$ cat config.mk
export PLATFORM = sky130hd
export DESIGN_NAME = mem_access_unit
export DESIGN_NICKNAME = d
export VERILOG_FILES = /design/src/rtl/mem_access_pkg.sv /design/src/rtl/mem_timeout_counter.sv /design/src/rtl/mem_access_unit.sv
export SDC_FILE = /design/constraint.sdc
export NUM_CORES = 1
export LEC_CHECK = 0
export ABC_AREA = 1
export ABC_CLOCK_PERIOD_IN_PS = 1400
export BUFFER_PORTS_ARGS = -buffer_cell sky130_fd_sc_hd__buf_2
export CAP_MARGIN = 10
export CORE_MARGIN = 8
export CORE_UTILIZATION = 42
export DETAILED_ROUTE_END_ITERATION = 6
export PLACE_DENSITY = 0.76
export SYNTH_ARGS = -nofsm -noshare
export SYNTH_HDL_FRONTEND = slang
export SYNTH_SLANG_ARGS = --single-unit
export TNS_END_PERCENT = 100
$ cat constraint.sdc
create_clock -name CLK -period 1.4 [get_ports CLK]
set_clock_uncertainty 0.05 [all_clocks]
set_input_delay 0.28 -clock CLK [delete_from_list [all_inputs] [get_ports CLK]]
set_output_delay 0.28 -clock CLK [all_outputs]
set_load 0.01 [all_outputs]
$ cat src/rtl/mem_access_pkg.sv
// Shared types and constants for the memory-stage access controller.
package mem_access_pkg;

  typedef enum logic [2:0] {
    IDLE = 3'd0,
    REQ  = 3'd1,
    RESP = 3'd2,
    ERR  = 3'd3,
    DONE = 3'd4
  } state_e;

  localparam logic [31:0] ERR_RDATA = 32'h0;
  localparam int          CNT_W     = 8;

  // The whole 32-bit word address is compared before any truncation, so
  // aliases such as 0x0001_0005 are rejected rather than wrapping onto word 5.
  function automatic logic addr_in_range(input logic [31:0] addr,
                                         input int unsigned words);
    return addr < words;
  endfunction

endpackage

$ cat src/rtl/mem_timeout_counter.sv
// Saturating wait-cycle counter; o_terminal flags the wait cycle that would
// bring the count to TIMEOUT, so the owner aborts after exactly TIMEOUT waits.
module mem_timeout_counter
  import mem_access_pkg::*;
#(
  parameter int TIMEOUT = 15
) (
  input  logic CLK,
  input  logic RST,
  input  logic i_clear,
  input  logic i_enable,
  output logic o_terminal
);

  localparam logic [CNT_W-1:0] LP_LAST = CNT_W'(TIMEOUT - 1);
  localparam logic [CNT_W-1:0] LP_ONE  = CNT_W'(1);

  logic [CNT_W-1:0] r_count;

  // NOTE: sequential state is updated with non-blocking assignments so every
  // flop samples pre-edge values regardless of process ordering.
  always_ff @(posedge CLK or negedge RST) begin
    if (!RST) begin
      r_count <= '0;
    end else if (i_clear) begin
      r_count <= '0;
    end else if (i_enable && (r_count != '1)) begin
      r_count <= r_count + LP_ONE;
    end
  end

  assign o_terminal = i_enable && (r_count == LP_LAST);

endmodule

$ cat src/rtl/mem_access_unit.sv
// Memory-stage access controller: issues one req/gnt/rvalid transaction per
// load/store, stalls the pipeline while it is outstanding, flags aborts.
module mem_access_unit
  import mem_access_pkg::*;
#(
  parameter int ADDR_W    = 10,
  parameter int MEM_WORDS = 1024,
  parameter int TIMEOUT   = 15
) (
  input  logic              CLK,
  input  logic              RST,
  input  logic              DMWEM,
  input  logic              MtoRFSelM,
  input  logic [31:0]       ALUOutM,
  input  logic [31:0]       WriteDataM,
  output logic              MemStall,
  output logic [31:0]       ReadDataM,
  output logic              MemErr,
  output logic              mem_req,
  output logic              mem_we,
  output logic [ADDR_W-1:0] mem_addr,
  output logic [31:0]       mem_wdata,
  input  logic              mem_gnt,
  input  logic              mem_rvalid,
  input  logic [31:0]       mem_rdata
);

  state_e r_state;
  state_e w_state_next;

  logic w_op;
  logic w_in_range;
  logic w_cnt_clear;
  logic w_cnt_en;
  logic w_timeout;

  logic              r_mem_req;
  logic              r_mem_we;
  logic [ADDR_W-1:0] r_mem_addr;
  logic [31:0]       r_mem_wdata;
  logic [31:0]       r_read_data;
  logic              r_mem_err;

  assign w_op       = DMWEM | MtoRFSelM;
  assign w_in_range = addr_in_range(ALUOutM, MEM_WORDS);

  mem_timeout_counter #(
    .TIMEOUT (TIMEOUT)
  ) u_timeout (
    .CLK        (CLK),
    .RST        (RST),
    .i_clear    (w_cnt_clear),
    .i_enable   (w_cnt_en),
    .o_terminal (w_timeout)
  );

  always_ff @(posedge CLK or negedge RST) begin
    if (!RST) begin
      r_state <= IDLE;
    end else begin
      r_state <= w_state_next;
    end
  end

  // MemStall is decided from state and op only, never from the handshake
  // inputs, so the hazard path does not see memory-side timing.
  // NOTE: every signal written here gets a default first; a path that
  // skipped an assignment would otherwise infer a latch.
  always_comb begin
    w_state_next = r_state;
    w_cnt_clear  = 1'b0;
    w_cnt_en     = 1'b0;
    MemStall     = 1'b0;
    case (r_state)
      IDLE: begin
        if (w_op) begin
          MemStall = 1'b1;
          if (!w_in_range) begin
            w_state_next = ERR;
          end else begin
            w_state_next = REQ;
            w_cnt_clear  = 1'b1;
          end
        end
      end
      REQ: begin
        MemStall = 1'b1;
        if (mem_gnt) begin
          w_state_next = r_mem_we ? DONE : RESP;
          w_cnt_clear  = 1'b1;
        end else begin
          w_cnt_en = 1'b1;
          if (w_timeout) w_state_next = ERR;
        end
      end
      RESP: begin
        MemStall = 1'b1;
        if (mem_rvalid) begin
          w_state_next = DONE;
        end else begin
          w_cnt_en = 1'b1;
          if (w_timeout) w_state_next = ERR;
        end
      end
      ERR: begin
        MemStall     = 1'b1;
        w_state_next = DONE;
      end
      DONE: begin
        w_state_next = IDLE;
      end
      default: begin
        w_state_next = IDLE;
      end
    endcase
  end

  always_ff @(posedge CLK or negedge RST) begin
    if (!RST) begin
      r_mem_req   <= 1'b0;
      r_mem_we    <= 1'b0;
      r_mem_addr  <= '0;
      r_mem_wdata <= '0;
      r_read_data <= '0;
      r_mem_err   <= 1'b0;
    end else begin
      // ERR always hands over to DONE, so this is a one-cycle pulse there.
      r_mem_err <= (r_state == ERR);
      case (r_state)
        IDLE: begin
          if (w_op && w_in_range) begin
            r_mem_req   <= 1'b1;
            r_mem_we    <= DMWEM;
            r_mem_addr  <= ALUOutM[ADDR_W-1:0];
            r_mem_wdata <= WriteDataM;
          end
        end
        REQ: begin
          if (mem_gnt || w_timeout) r_mem_req <= 1'b0;
        end
        RESP: begin
          if (mem_rvalid) r_read_data <= mem_rdata;
        end
        ERR: begin
          r_read_data <= ERR_RDATA;
        end
        default: begin
        end
      endcase
    end
  end

  assign mem_req   = r_mem_req;
  assign mem_we    = r_mem_we;
  assign mem_addr  = r_mem_addr;
  assign mem_wdata = r_mem_wdata;
  assign ReadDataM = r_read_data;
  assign MemErr    = r_mem_err;

endmodule
* Word-level counts from Yosys, hierarchy flattened
Cells that the tools add are included.
** Storage, ports and cells
- Register bits :: 88
- Bits in latches :: 0
- RAM bits :: 0
- ROM bits :: 0
- Memories :: 0
** Cells by class
- Add/subtract/negate cells :: 1
- Multiply operators :: 0
- Div/mod/pow operators :: 0
- $lt $le $gt $ge :: 1
- Equality and inequality tests :: 9
- Shift-type cells :: 0
- Muxes and demuxes :: 23
- Bitwise operators :: 1
- Reductions and logical operators :: 12
** Operators with widths (number)
- 32-bit case mux with 2 select lines :: 1
- 32-bit by 11-bit < comparator with 1-bit output, second input constant :: 1
- 32-bit 2-to-1 mux :: 1
- 8-bit 2-to-1 mux :: 2
- 3-bit 2-to-1 mux :: 5
- 3-bit case mux with 4 select lines :: 1
- 8-bit by 1-bit adder with 8-bit output, second input constant :: 1
- 8-bit by 4-bit equality test with 1-bit output, second input constant :: 1
- 1-bit 2-to-1 mux :: 8
- 2-bit != test, second input constant :: 4
- 8-bit != test, second input constant :: 1
- 1-bit case mux with 2 select lines :: 4
- 3-bit by 2-bit equality test with 1-bit output, second input constant :: 2
- 2-bit nonzero test :: 3
- 2-bit AND reduction :: 2
- 3-bit by 1-bit equality test with 1-bit output, second input constant :: 1
- 1-bit logical AND :: 3
- 3-bit logical NOT :: 1
- 3-bit AND reduction :: 1
- 3-bit OR reduction :: 1
- 2-bit 2-to-1 mux :: 1
- 1-bit logical OR :: 1
- 1-bit bitwise OR :: 1

* Depth between registers and ports, before layout
Gate-level depths: netlist (run 1).
- Depth after elaboration :: 6
- Gate-level depth with buffers :: 10

* By module
From an unflattened synthesis (run 1), not the netlist that was laid out.
** Unflattened totals
- Cells, all modules :: 470
- Area, all modules :: 3945.0 sq um
** Modules (own cells, without submodules)
- mem_access_unit :: instances 1, cells an instance 389, area an instance 3379.5 sq um, sequential area each 2001.9 sq um
- mem_timeout_counter :: instances 1, cells an instance 81, area an instance 565.5 sq um, sequential area each 200.2 sq um

* Worst setup path after synthesis (run 1)
OpenSTA, ideal clock, no wires.
- Path kind :: reg-to-reg
- Start point :: register r_state[1]
- End point :: register r_mem_wdata[15] (netlist: mem_wdata[15])
- Data arrival time :: 1242 ps
- Data required time :: 1229 ps
- Path slack :: -13 ps
- Cell stages (with the launch flop) :: 8
- Cell sequence :: dfrtp_1 nor2_4 nand2_1 nor2_2 nand4_4 buf_4 nand2_1 o21ai_1
** Between the ends
- Word-level cells in the longest chain between the ends :: 2
** Ends and longest elaborated chain
- from (decl) :: RTL line mem_access_unit.sv:28 : state_e r_state;
- from (signal assigned) :: RTL line mem_access_unit.sv:61 : r_state <= w_state_next;
- 3-bit logical NOT :: RTL line mem_access_unit.sv:129 : case (r_state)
- 2-bit AND reduction (no source line)
- to (signal assigned) :: RTL line mem_access_unit.sv:135 : r_mem_wdata <= WriteDataM;
- to (decl) :: RTL line mem_access_unit.sv:40 : logic [31:0] r_mem_wdata;
Every way passes these cells.
A chain may end at the register's enable or synchronous reset.

* Worst setup path after layout (run 1)
- Start point :: register r_state[2]
- End point :: register u_timeout.r_count[3]
** Between the ends
- Word-level cells in the longest chain between the ends :: 4
** Ends and longest elaborated chain
- 3-bit by 2-bit equality test with 1-bit output / 3-bit by 1-bit equality test with 1-bit output (equally long branches) :: RTL line mem_access_unit.sv:74 : case (r_state)
- 1-bit case mux with 2 select lines :: RTL line mem_access_unit.sv:74
- 1-bit logical AND :: RTL line mem_timeout_counter.sv:27 : end else if (i_enable && (r_count != '1)) begin
- 2-bit nonzero test (no source line)
- to (signal assigned) :: RTL line mem_timeout_counter.sv:28 : r_count <= r_count + LP_ONE;
- to (decl) :: RTL line mem_timeout_counter.sv:18 : logic [CNT_W-1:0] r_count;
Parallel ways exist; a longest one is shown, timed or not.

==> summary.md, run 1 <==
* sky130_fd_sc_hd__buf_2 (177), sky130_fd_sc_hd__nand2_1 (109), sky130_fd_sc_hd__dfrtp_1 (86) — commonest non-fill, non-tap cells in the layout
* 5.70 mW — internal power component
* 4 — first-pass iteration count of the detailed router
* buf_4, nor2_4, nand2_2, nand2_4, nand2_4, clkinvlp_4, nand3_1, nand2_1, nor2_1 — worst-path cell chain
* 3.45 nW — leakage power
* 5 — maximum fanout along the worst path
* 3891 — overall via count from detail_route
* 8.51 µm² — synthesized area divided by synthesized cell count
* 438 ps — transition at the pin with the smallest max-transition slack
* 3880 µm² — cell area after synthesis
* sky130_fd_sc_hd__buf_2 — most common library cell in the layout ignoring fill and taps
* 112 µm — Die Y
* 0 — antenna violations before repair
* 456 — cell count after synthesis
* 3.28 mW — switching power
* sky130_fd_sc_hd__clkbuf_8 — Root Driver
* 100 ps — clock edge transition at the registers on the reported setup and hold paths
* 83 — pin count of the biggest net entering global routing
* sky130_fd_sc_hd__dfrtp_2 — CP max-delay cell
* 1.10 — Period Utilization, post-route
* 1540 ps — minimum clock period after layout
* 243 — Starting DRT DRC Count
* 179 — IO Port Bufs
* 0.693 mV — maximum vdd ir drop
* reg -> reg — kind of critical path
* 4.88 — number of vias per cell
* 1590 ps — Worst EP required
* 0 — number of warnings reported in the yosys synthesis log
* 0 — # DRC
* 0.365 — switch share
* 0 — Remaining Overflow, GRT
* 4045 — number of global-route vias before repair
* 55.0% — layout-stage area growth over the synthesis result
* 785 — final net count
* flop — kind of capture point of the worst setup path
* flop — Worst setup SP type
* 180 — I/O pin cnt
* 9 — clock buffers created by TritonCTS
* 0 — remaining antenna violation count after routing
* 26 — Cell variety after synth
* 649 MHz — Max Fclk
* 0.568 — portion of the post-synthesis area used by sequential elements
* 1730 ps — arrival time at the worst endpoint
* 0.708 — headroom to the max-slew limit
* 340 ps — clock network latency to the later pin of the worst-skew pair
* 88 — Yosys reg bits
* 12600 µm² — area enclosed by the die boundary
* 0 — max cap viols
* 0.866 — global placer's final weighted congestion
* -141 ps — final critical-path setup slack
* 35 — cell row count
* 0.382 — portion of total power attributed to sequential cells
* 0 — count of final hold-check violations
* 12.9 mm — Detailed Route WL
* done — TritonCTS clock tree
* 560 — Post-Synthesis Net Count
* true — unrepaired setup endpoints after global routing
* sky130_fd_sc_hd__nand2_4 — critical path's most frequent cell
* 450 ps — delay of the slowest cell on the worst path
* 2 — Critical path buffers and inverters
* 8.99 mW — power consumption
* -127 ps — Worst Setup Slack post-DPL
* 16.2 µm — routed wirelength normalized by instance count
* 0 — Pins Over Slew Limit
* 18.0 mm — first-pass GRT wire length
* 0.471 — fraction of final layout cells with drive strength greater than 1
* 86 — Final setup viols
* 0.412 — portion of total power attributed to combinational logic
* complete, but fails checks — run status
* 0.174 — Global Route Usage Sum
* 0 — Antenna Diode Count
* 112 µm — horizontal die dimension
* simple AND/OR/NAND/NOR gates — kind of cell with the highest combined delay on the critical path
* 2 — buffers from clock root to sink, at most
* 1490 nW/µm² — Power per Cell Area
* negative setup slack — violations in the final reports
* 8.06 mm — placed wire-length estimate
* 88 — number of clock sinks
* 0.206 — clock group share of total power
* in -> reg — class of the tightest hold or removal check
* 3 — total number of H-tree levels
* 0.426 — Starting Density
* 9110 µm² — area of the core
## cells in the mapped netlist (all sizes together)
cell type  count  share of area
or2            2         0.0032
dfrtp         88           0.57
a21oi          6         0.0087
buf           16          0.034
nand4          2         0.0071
clkbuf         2         0.0019
nand2        138           0.14
nand3         42          0.054
ha             2         0.0064
nor3           2         0.0026
a31oi          1         0.0016
inv           64          0.062
nor2          43          0.046
o21ai         48          0.068
## worst reg2reg max path: cells and delay by family (launching register included)
family | cells | cell delay (ps)
buf+inv | 2 | 280
flops | 1 | 450
simple gates | 7 | 640
## cells by family after synthesis
family	share of synthesized area
buf+inv	0.0980
simple gates	0.250
flops	0.568
fa+ha+maj	0.00645
compound gates	0.0780
## per-stage QoR
step | hold slack [ps] | instance area (µm²) | setup TNS, ps | instances | util
2_1_floorplan | -65.6 | 3880 | -138 | 456 | -
3_3_place_gp | 52.8 | 4980 | -3390 | 746 | 0.547
3_5_place_dp | 59.4 | 4980 | -7410 | 746 | 0.547
4_1_cts | 86.1 | 5350 | -3490 | 772 | 0.587
5_1_grt | 80.6 | 6010 | -14130 | 797 | 0.660
6_report | 94.6 | 6010 | -7230 | 797 | 0.660
## area by class of cell
type	instances	area [µm²]
fill	720	3100
timing repair buffer	231	1630
inverter	64	255
clock buffer	11	141
multi-input combinational	286	1570
sequential	88	2200
tap	111	139
timing repair inverter	1	7.51
clock inverter	5	63.8
## flip-flops by register name, summed over array words and instances, names as in the netlist
register / cells
r_state: 3
MemErr: 1
u_timeout.r_count: 8
mem_we: 1
ReadDataM: 32
mem_req: 1
mem_addr: 10
mem_wdata: 32
## power groups by stage
stage / logic (mW) / registers [mW] / clock network (mW)
2_1_floorplan: 1.21 / 3.66 / 0
3_3_place_gp: 2.62 / 3.44 / 0
3_5_place_dp: 2.72 / 3.46 / 0
4_1_cts: 3.06 / 3.42 / 1.87
5_1_grt: 4.03 / 3.49 / 2.01
6_report: 3.70 / 3.44 / 1.85
## routing by layer
| metal | global-route usage | share of wire |
|---|---|---|
| met1 | 0.186 | 0.39 |
| met4 | 0.0692 | 0.017 |
| met2 | 0.291 | 0.51 |
| met3 | 0.0848 | 0.090 |
| met5 | 0 | 0 |
## worst paths after layout
path,startpoint,end,slack (ps),cells after the start
setup / recovery,r_state[2],u_timeout.r_count[3],-140,9
hold / removal,WriteDataM[27],mem_wdata[27],90,3
setup reg to reg,r_state[2],u_timeout.r_count[3],-140,9
hold reg to reg,ReadDataM[21],ReadDataM[21],430,2
max in group asynchronous,RST,r_state[0],400,3
min in group asynchronous,RST,mem_wdata[11],250,2
## timing repair
action,4_1_cts,5_1_grt
resized for setup,22,77
gates cloned,2,15
pin swaps,5,14
buffers inserted,7,10
endpoints found under the setup margin,86,88
hold endpoints to repair,6,0
hold buffers,1,0
Power figures use the tool's default switching activity.
==> inputs of run 2 (changes only) <==
- SKIP_CTS_REPAIR_TIMING: default -> 1
==> summary.md, run 2 (synthesis results as in run 1) <==
* 410 ps — delay of the slowest cell on the worst path
* 0.219 — clock group share of total power
* -137 ps — final critical-path setup slack
* 12600 µm² — area enclosed by the die boundary
* 0.426 — Starting Density
* in -> reg — class of the tightest hold or removal check
* 340 ps — clock network latency to the later pin of the worst-skew pair
* 4.80 — number of vias per cell
* u_timeout.r_count[3] — destination of the worst register-to-register timing path
* 0.866 — global placer's final weighted congestion
* 179 — IO Port Bufs
* r_state[1] — origin of the critical flop-to-flop path
* 0.401 — fraction of final layout cells with drive strength greater than 1
* 746 — Cells after DPL
* 11.9 mm — Detailed Route WL
* 0.171 — Global Route Usage Sum
* 0 — # DRC
* 273 — Starting DRT DRC Count
* 5 — maximum fanout along the worst path
* 3965 — number of global-route vias before repair
* 5.35 mW — internal power component
* 0 — antenna violations before repair
* 3752 — overall via count from detail_route
* 88 — number of clock sinks
* 15.2 µm — routed wirelength normalized by instance count
* -127 ps — Worst Setup Slack post-DPL
* 426 ps — transition at the pin with the smallest max-transition slack
* 785 — final-layout fill cell count
* 9 — clock buffers created by TritonCTS
* 4980 µm² — area post-placement
* 0.361 — switch share
* 769 — final net count
* 35 — cell row count
* 112 µm — horizontal die dimension
* flop — kind of capture point of the worst setup path
* done — TritonCTS clock tree
* 1540 ps — minimum clock period after layout
* 43.1% — layout-stage area growth over the synthesis result
* 83 — pin count of the biggest net entering global routing
* sky130_fd_sc_hd__dfrtp_2 — CP max-delay cell
* reg -> reg — kind of critical path
* 3.24 nW — leakage power
* u_timeout.r_count[3] — crit path to
* sky130_fd_sc_hd__buf_2 (177), sky130_fd_sc_hd__nand2_1 (128), sky130_fd_sc_hd__dfrtp_1 (85) — commonest non-fill, non-tap cells in the layout
* complete, but fails checks — run status
* 6 — first-pass iteration count of the detailed router
* 11 — r2r worst-path depth
* 1620 ps — Worst EP required
* 180 — I/O pin cnt
* sky130_fd_sc_hd__clkbuf_8 — Root Driver
* 2 — buffers from clock root to sink, at most
* 100 ps — clock edge transition at the registers on the reported setup and hold paths
* 1760 ps — arrival time at the worst endpoint
* 0.371 — portion of total power attributed to combinational logic
* buf_4, inv_4, nor2_2, nand2_1, nand2_2, nand2_4, inv_4, nand2_1, nand2_1, nand2_1, nor2_1 — worst-path cell chain
* 781 — count of placed standard cells in the final layout, fillers left out
* 8.06 mm — placed wire-length estimate
* flop — Worst setup SP type
* 0 — count of final hold-check violations
* 0 — remaining antenna violation count after routing
* 17.7 mm — first-pass GRT wire length
* r_state[1] — launching instance or port of the critical path
* 1.10 — Period Utilization, post-route
* 0.410 — portion of total power attributed to sequential cells
* 3.02 mW — switching power
* 0 — Remaining Overflow, GRT
* 0 — Antenna Diode Count
* 9110 µm² — area of the core
* 1510 nW/µm² — Power per Cell Area
* 8.37 mW — power consumption
* 3 — total number of H-tree levels
* sky130_fd_sc_hd__nand2_1 — critical path's most frequent cell
* 87 — Final setup viols
* 0.716 — headroom to the max-slew limit
* 112 µm — Die Y
* sky130_fd_sc_hd__buf_2 — most common library cell in the layout ignoring fill and taps
* 0 — max cap viols
* -140 ps — Worst R2R Setup Slack
* 95.8 ps — worst-case hold slack
* true — unrepaired setup endpoints after global routing
* 5550 µm² — final std cell area, no fill
* 651 MHz — Max Fclk
* 0.688 mV — maximum vdd ir drop
* negative setup slack — violations in the final reports
* 0 — Pins Over Slew Limit
run 2: cell types whose count changed in the layout (fill, tap and decap cells not counted), sizes merged:
cell | before | now
buf | 220 | 209
clkbuf | 21 | 16
run 2: area by class of cell:
class | count | area [µm²] | area share
clock buffers | 11 | 141 | 0.0255
clock inverters | 5 | 63.8 | 0.0115
inverters | 64 | 248 | 0.0446
multi-input cells | 286 | 1370 | 0.247
flip-flops and latches | 88 | 2210 | 0.397
well taps | 111 | 139 | 0.0250
repair buffers | 215 | 1380 | 0.248
repair inverters | 1 | 7.51 | 0.00135
run 2: how the worst min path moves through the flow:
stage	cells after the start	slack, ps	end	from
floorplan	0	-70	MemErr	RST
global placement	1	50	mem_wdata[11]	RST
detailed placement	1	60	mem_wdata[11]	RST
CTS	1	-320	mem_wdata[11]	RST
global route	3	80	ReadDataM[16]	mem_rdata[16]
finish	3	100	mem_wdata[27]	WriteDataM[27]
run 2: power groups by stage:
| stage | registers [mW] | clock network, mW | logic [mW] |
|---|---|---|---|
| after global placement | 3.44 | 0 | 2.62 |
| after detailed placement | 3.46 | 0 | 2.72 |
| after floorplan | 3.66 | 0 | 1.21 |
| after global routing | 3.49 | 2.01 | 3.45 |
| after CTS | 3.42 | 1.87 | 2.73 |
| final | 3.43 | 1.83 | 3.11 |
run 2: per-stage QoR:
stage / TNS (ps) / util
2_1_floorplan: -138 / -
3_3_place_gp: -3390 / 0.547
3_5_place_dp: -7410 / 0.547
4_1_cts: -5930 / 0.569
5_1_grt: -12320 / 0.610
6_report: -5600 / 0.610
run 2: per-layer routing:
| layer | vias to the layer above | global-route usage | part of all wire |
|---|---|---|---|
| met5 | - | 0 | 0 |
| met4 | 0 | 0.0468 | 0.016 |
| met3 | 17 | 0.0848 | 0.095 |
| met2 | 148 | 0.289 | 0.49 |
| met1 | 1763 | 0.186 | 0.39 |
| li1 | 1824 | - | - |
run 2: worst max-delay path: cells and delay by family, from the launching register on:
kind | cells | cell delay (ps)
buf+inv | 3 | 240
flops | 1 | 410
simple gates | 8 | 760
==> inputs of run 3 (changes only) <==
- ABC_AREA: 1 -> default
- PLACE_DENSITY: 0.76 -> 0.77
==> summary.md, run 3 <==
* complete, but fails checks — run status
* negative setup slack — violations in the final reports
* nor3_2, o21ai_2, nor3_4, buf_4, clkbuf_16, mux2_4 — worst-path cell chain
* sky130_fd_sc_hd__dfrtp_1 (88), sky130_fd_sc_hd__mux2_4 (39), sky130_fd_sc_hd__a22o_1 (28) — most instantiated cells after synthesis
* 0 — Pins Over Slew Limit
* 2.71 mW — switching power
* 3720 µm² — cell area after synthesis
* flip-flops — kind of cell with the highest combined delay on the critical path
* 14.3 µm² — synthesized area divided by synthesized cell count
* 44 — Cell variety after synth
* flop — kind of capture point of the worst setup path
* -472 ps — final critical-path setup slack
* sky130_fd_sc_hd__buf_2 (178), sky130_fd_sc_hd__dfrtp_1 (86), sky130_fd_sc_hd__buf_4 (40) — commonest non-fill, non-tap cells in the layout
* 3311 — number of global-route vias before repair
* 261 — cell count after synthesis
* reg -> reg — kind of critical path
* in -> reg — class of the tightest hold or removal check
* 0.720 — headroom to the max-slew limit
* 179 — IO Port Bufs
* 9 — clock buffers created by TritonCTS
* 0 — Remaining Overflow, GRT
* 0.429 — Starting Density
* 5.47 mW — internal power component
* 0 — # DRC
* 42 — pin count of the biggest net entering global routing
* 2050 ps — arrival time at the worst endpoint
* 180 — I/O pin cnt
* mem_wdata[6] — destination of the worst register-to-register timing path
* sky130_fd_sc_hd__dfrtp_2 — CP max-delay cell
* 2 — Worst Hold Path Cells
* ReadDataM[16] — hold worst-path end
* r_state[2] — origin of the critical flop-to-flop path
* 0 — remaining antenna violation count after routing
* 0.416 — portion of total power attributed to sequential cells
* 417 ps — transition at the pin with the smallest max-transition slack
* 6 — r2r worst-path depth
* r_state[2] — launching instance or port of the critical path
* 2 — Critical path buffers and inverters
* 12100 µm² — area enclosed by the die boundary
* sky130_fd_sc_hd__dfrtp_1 — primary flip-flop cell chosen by synthesis mapping
* sky130_fd_sc_hd__dfrtp_1 (59%), sky130_fd_sc_hd__mux2_4 (16%), sky130_fd_sc_hd__a22o_1 (6.6%), sky130_fd_sc_hd__o21ai_0 (1.7%), sky130_fd_sc_hd__buf_6 (1.2%) — synth top area cells
* 534 MHz — Max Fclk
* 2 — buffers from clock root to sink, at most
* mem_rdata[16] — source of the worst hold timing path
* 0 — number of warnings reported in the yosys synthesis log
* 8680 µm² — area of the core
* 365 — Post-Synthesis Net Count
* 490 ps — delay of the slowest cell on the worst path
* 110 µm — Die Y
* 5110 µm² — area post-placement
* 1.00 — async set-or-reset flop fraction in the synthesized netlist
* 0.591 — portion of the post-synthesis area used by sequential elements
* -470 ps — Worst R2R Setup Slack
* sky130_fd_sc_hd__dfrtp_1 — most numerous cell in the Yosys netlist
* 88 — number of clock sinks
* done — TritonCTS clock tree
* 15.8 mm — first-pass GRT wire length
* 0.774 mV — maximum vdd ir drop
* 3079 — overall via count from detail_route
* 1490 nW/µm² — Power per Cell Area
* 34 — cell row count
* 1870 ps — minimum clock period after layout
* 3 — total number of H-tree levels
* 150 — Starting DRT DRC Count
* 594 — final net count
* 0.800 — global placer's final weighted congestion
* 0.364 — portion of total power attributed to combinational logic
* 0.632 — Final Core Density
* sky130_fd_sc_hd__buf_2 — most common library cell in the layout ignoring fill and taps
* 0 — max cap viols
* 88 — Yosys reg bits
* 4 — first-pass iteration count of the detailed router
* 1 — antenna violations before repair
* 0 — Antenna Diode Count
* true — unrepaired setup endpoints after global routing
* 0.331 — switch share
* sky130_fd_sc_hd__dfrtp_1 — most area-hungry cell type in the Yosys netlist
* 0.634 — fraction of final layout cells with drive strength greater than 1
* 0 — number of synthesized flops with an enable pin
* -24710 ps — setup TNS
* 2.94 nW — leakage power
* 110 µm — horizontal die dimension
* 5480 µm² — final std cell area, no fill
* flop — Worst setup SP type
* sky130_fd_sc_hd__clkbuf_8 — Root Driver
* 0 — count of final hold-check violations
* 0.219 — clock group share of total power
* 1.34 — Period Utilization, post-route
* 714 — final-layout fill cell count
* 47.2% — layout-stage area growth over the synthesis result
* 7.93 mm — placed wire-length estimate
* 17 — maximum fanout along the worst path
* 85 — Final setup viols
* 10.7 mm — Detailed Route WL
* 0.161 — Global Route Usage Sum
* 17.8 µm — routed wirelength normalized by instance count
* 85.0 ps — worst-case hold slack
* 5.11 — number of vias per cell
* 1570 ps — Worst EP required
* 110 ps — clock edge transition at the registers on the reported setup and hold paths
* 340 ps — clock network latency to the later pin of the worst-skew pair
* 0.591 — portion of synthesized cell area occupied by the leading cell type
[run 3: metal layers]
layer / track usage / routed length (µm) / vias to the layer above
li1: - / - / 1435
met1: 0.197 / 4240 / 1498
met2: 0.278 / 5450 / 130
met3: 0.0453 / 902 / 14
met4: 0.0324 / 108 / 2
met5: 0 / 12 / -
[run 3: through the flow]
| stage | worst slack [ps] | cells | power, mW |
|---|---|---|---|
| 2_1_floorplan | -418 | 261 | 4.73 |
| 3_3_place_gp | -557 | 579 | 6.01 |
| 3_5_place_dp | -615 | 579 | 6.14 |
| 4_1_cts | -646 | 595 | 7.96 |
| 5_1_grt | -557 | 603 | 8.66 |
| 6_report | -472 | 603 | 8.18 |
[run 3: logic make-up (layout without fill, tap and decap cells)]
logic type      Yosys count  in the layout  share of synthesized area
xor+xnor                  2              2                    0.00470
fa+ha+maj                 2              2                    0.00672
simple gates             53             53                     0.0873
buf+inv                  12            246                     0.0208
compound gates           61             61                      0.120
flops                    88             88                      0.591
mux                      43             43                      0.169
[run 3: worst max-delay path by stage]
| stage | to | slack, ps | depth (start not counted) |
|---|---|---|---|
| global placement | mem_wdata[0] | -560 | 6 |
| detailed placement | mem_wdata[0] | -610 | 6 |
| finish | mem_wdata[6] | -470 | 6 |
| floorplan | mem_addr[0] | -420 | 5 |
| global route | u_timeout.r_count[7] | -560 | 7 |
| CTS | MemStall | -650 | 5 |
[run 3: power by group through the flow]
stage                     clock [mW]  combinational [mW]  sequential (mW)
after floorplan                    0                1.10             3.63
after global placement             0                2.61             3.40
after detailed placement           0                2.70             3.44
after CTS                       1.86                2.71             3.39
after global routing            1.96                3.22             3.47
final                           1.79                2.98             3.40
[run 3: layout make-up]
type	count	area (µm²)	share of cell area
clock buffer	9	124	0.0226
clock inverter	7	80.1	0.0146
inverter	2	7.51	0.00137
multi-input combinational	161	1570	0.287
sequential	88	2200	0.402
tap	108	135	0.0246
timing repair buffer	228	1360	0.248
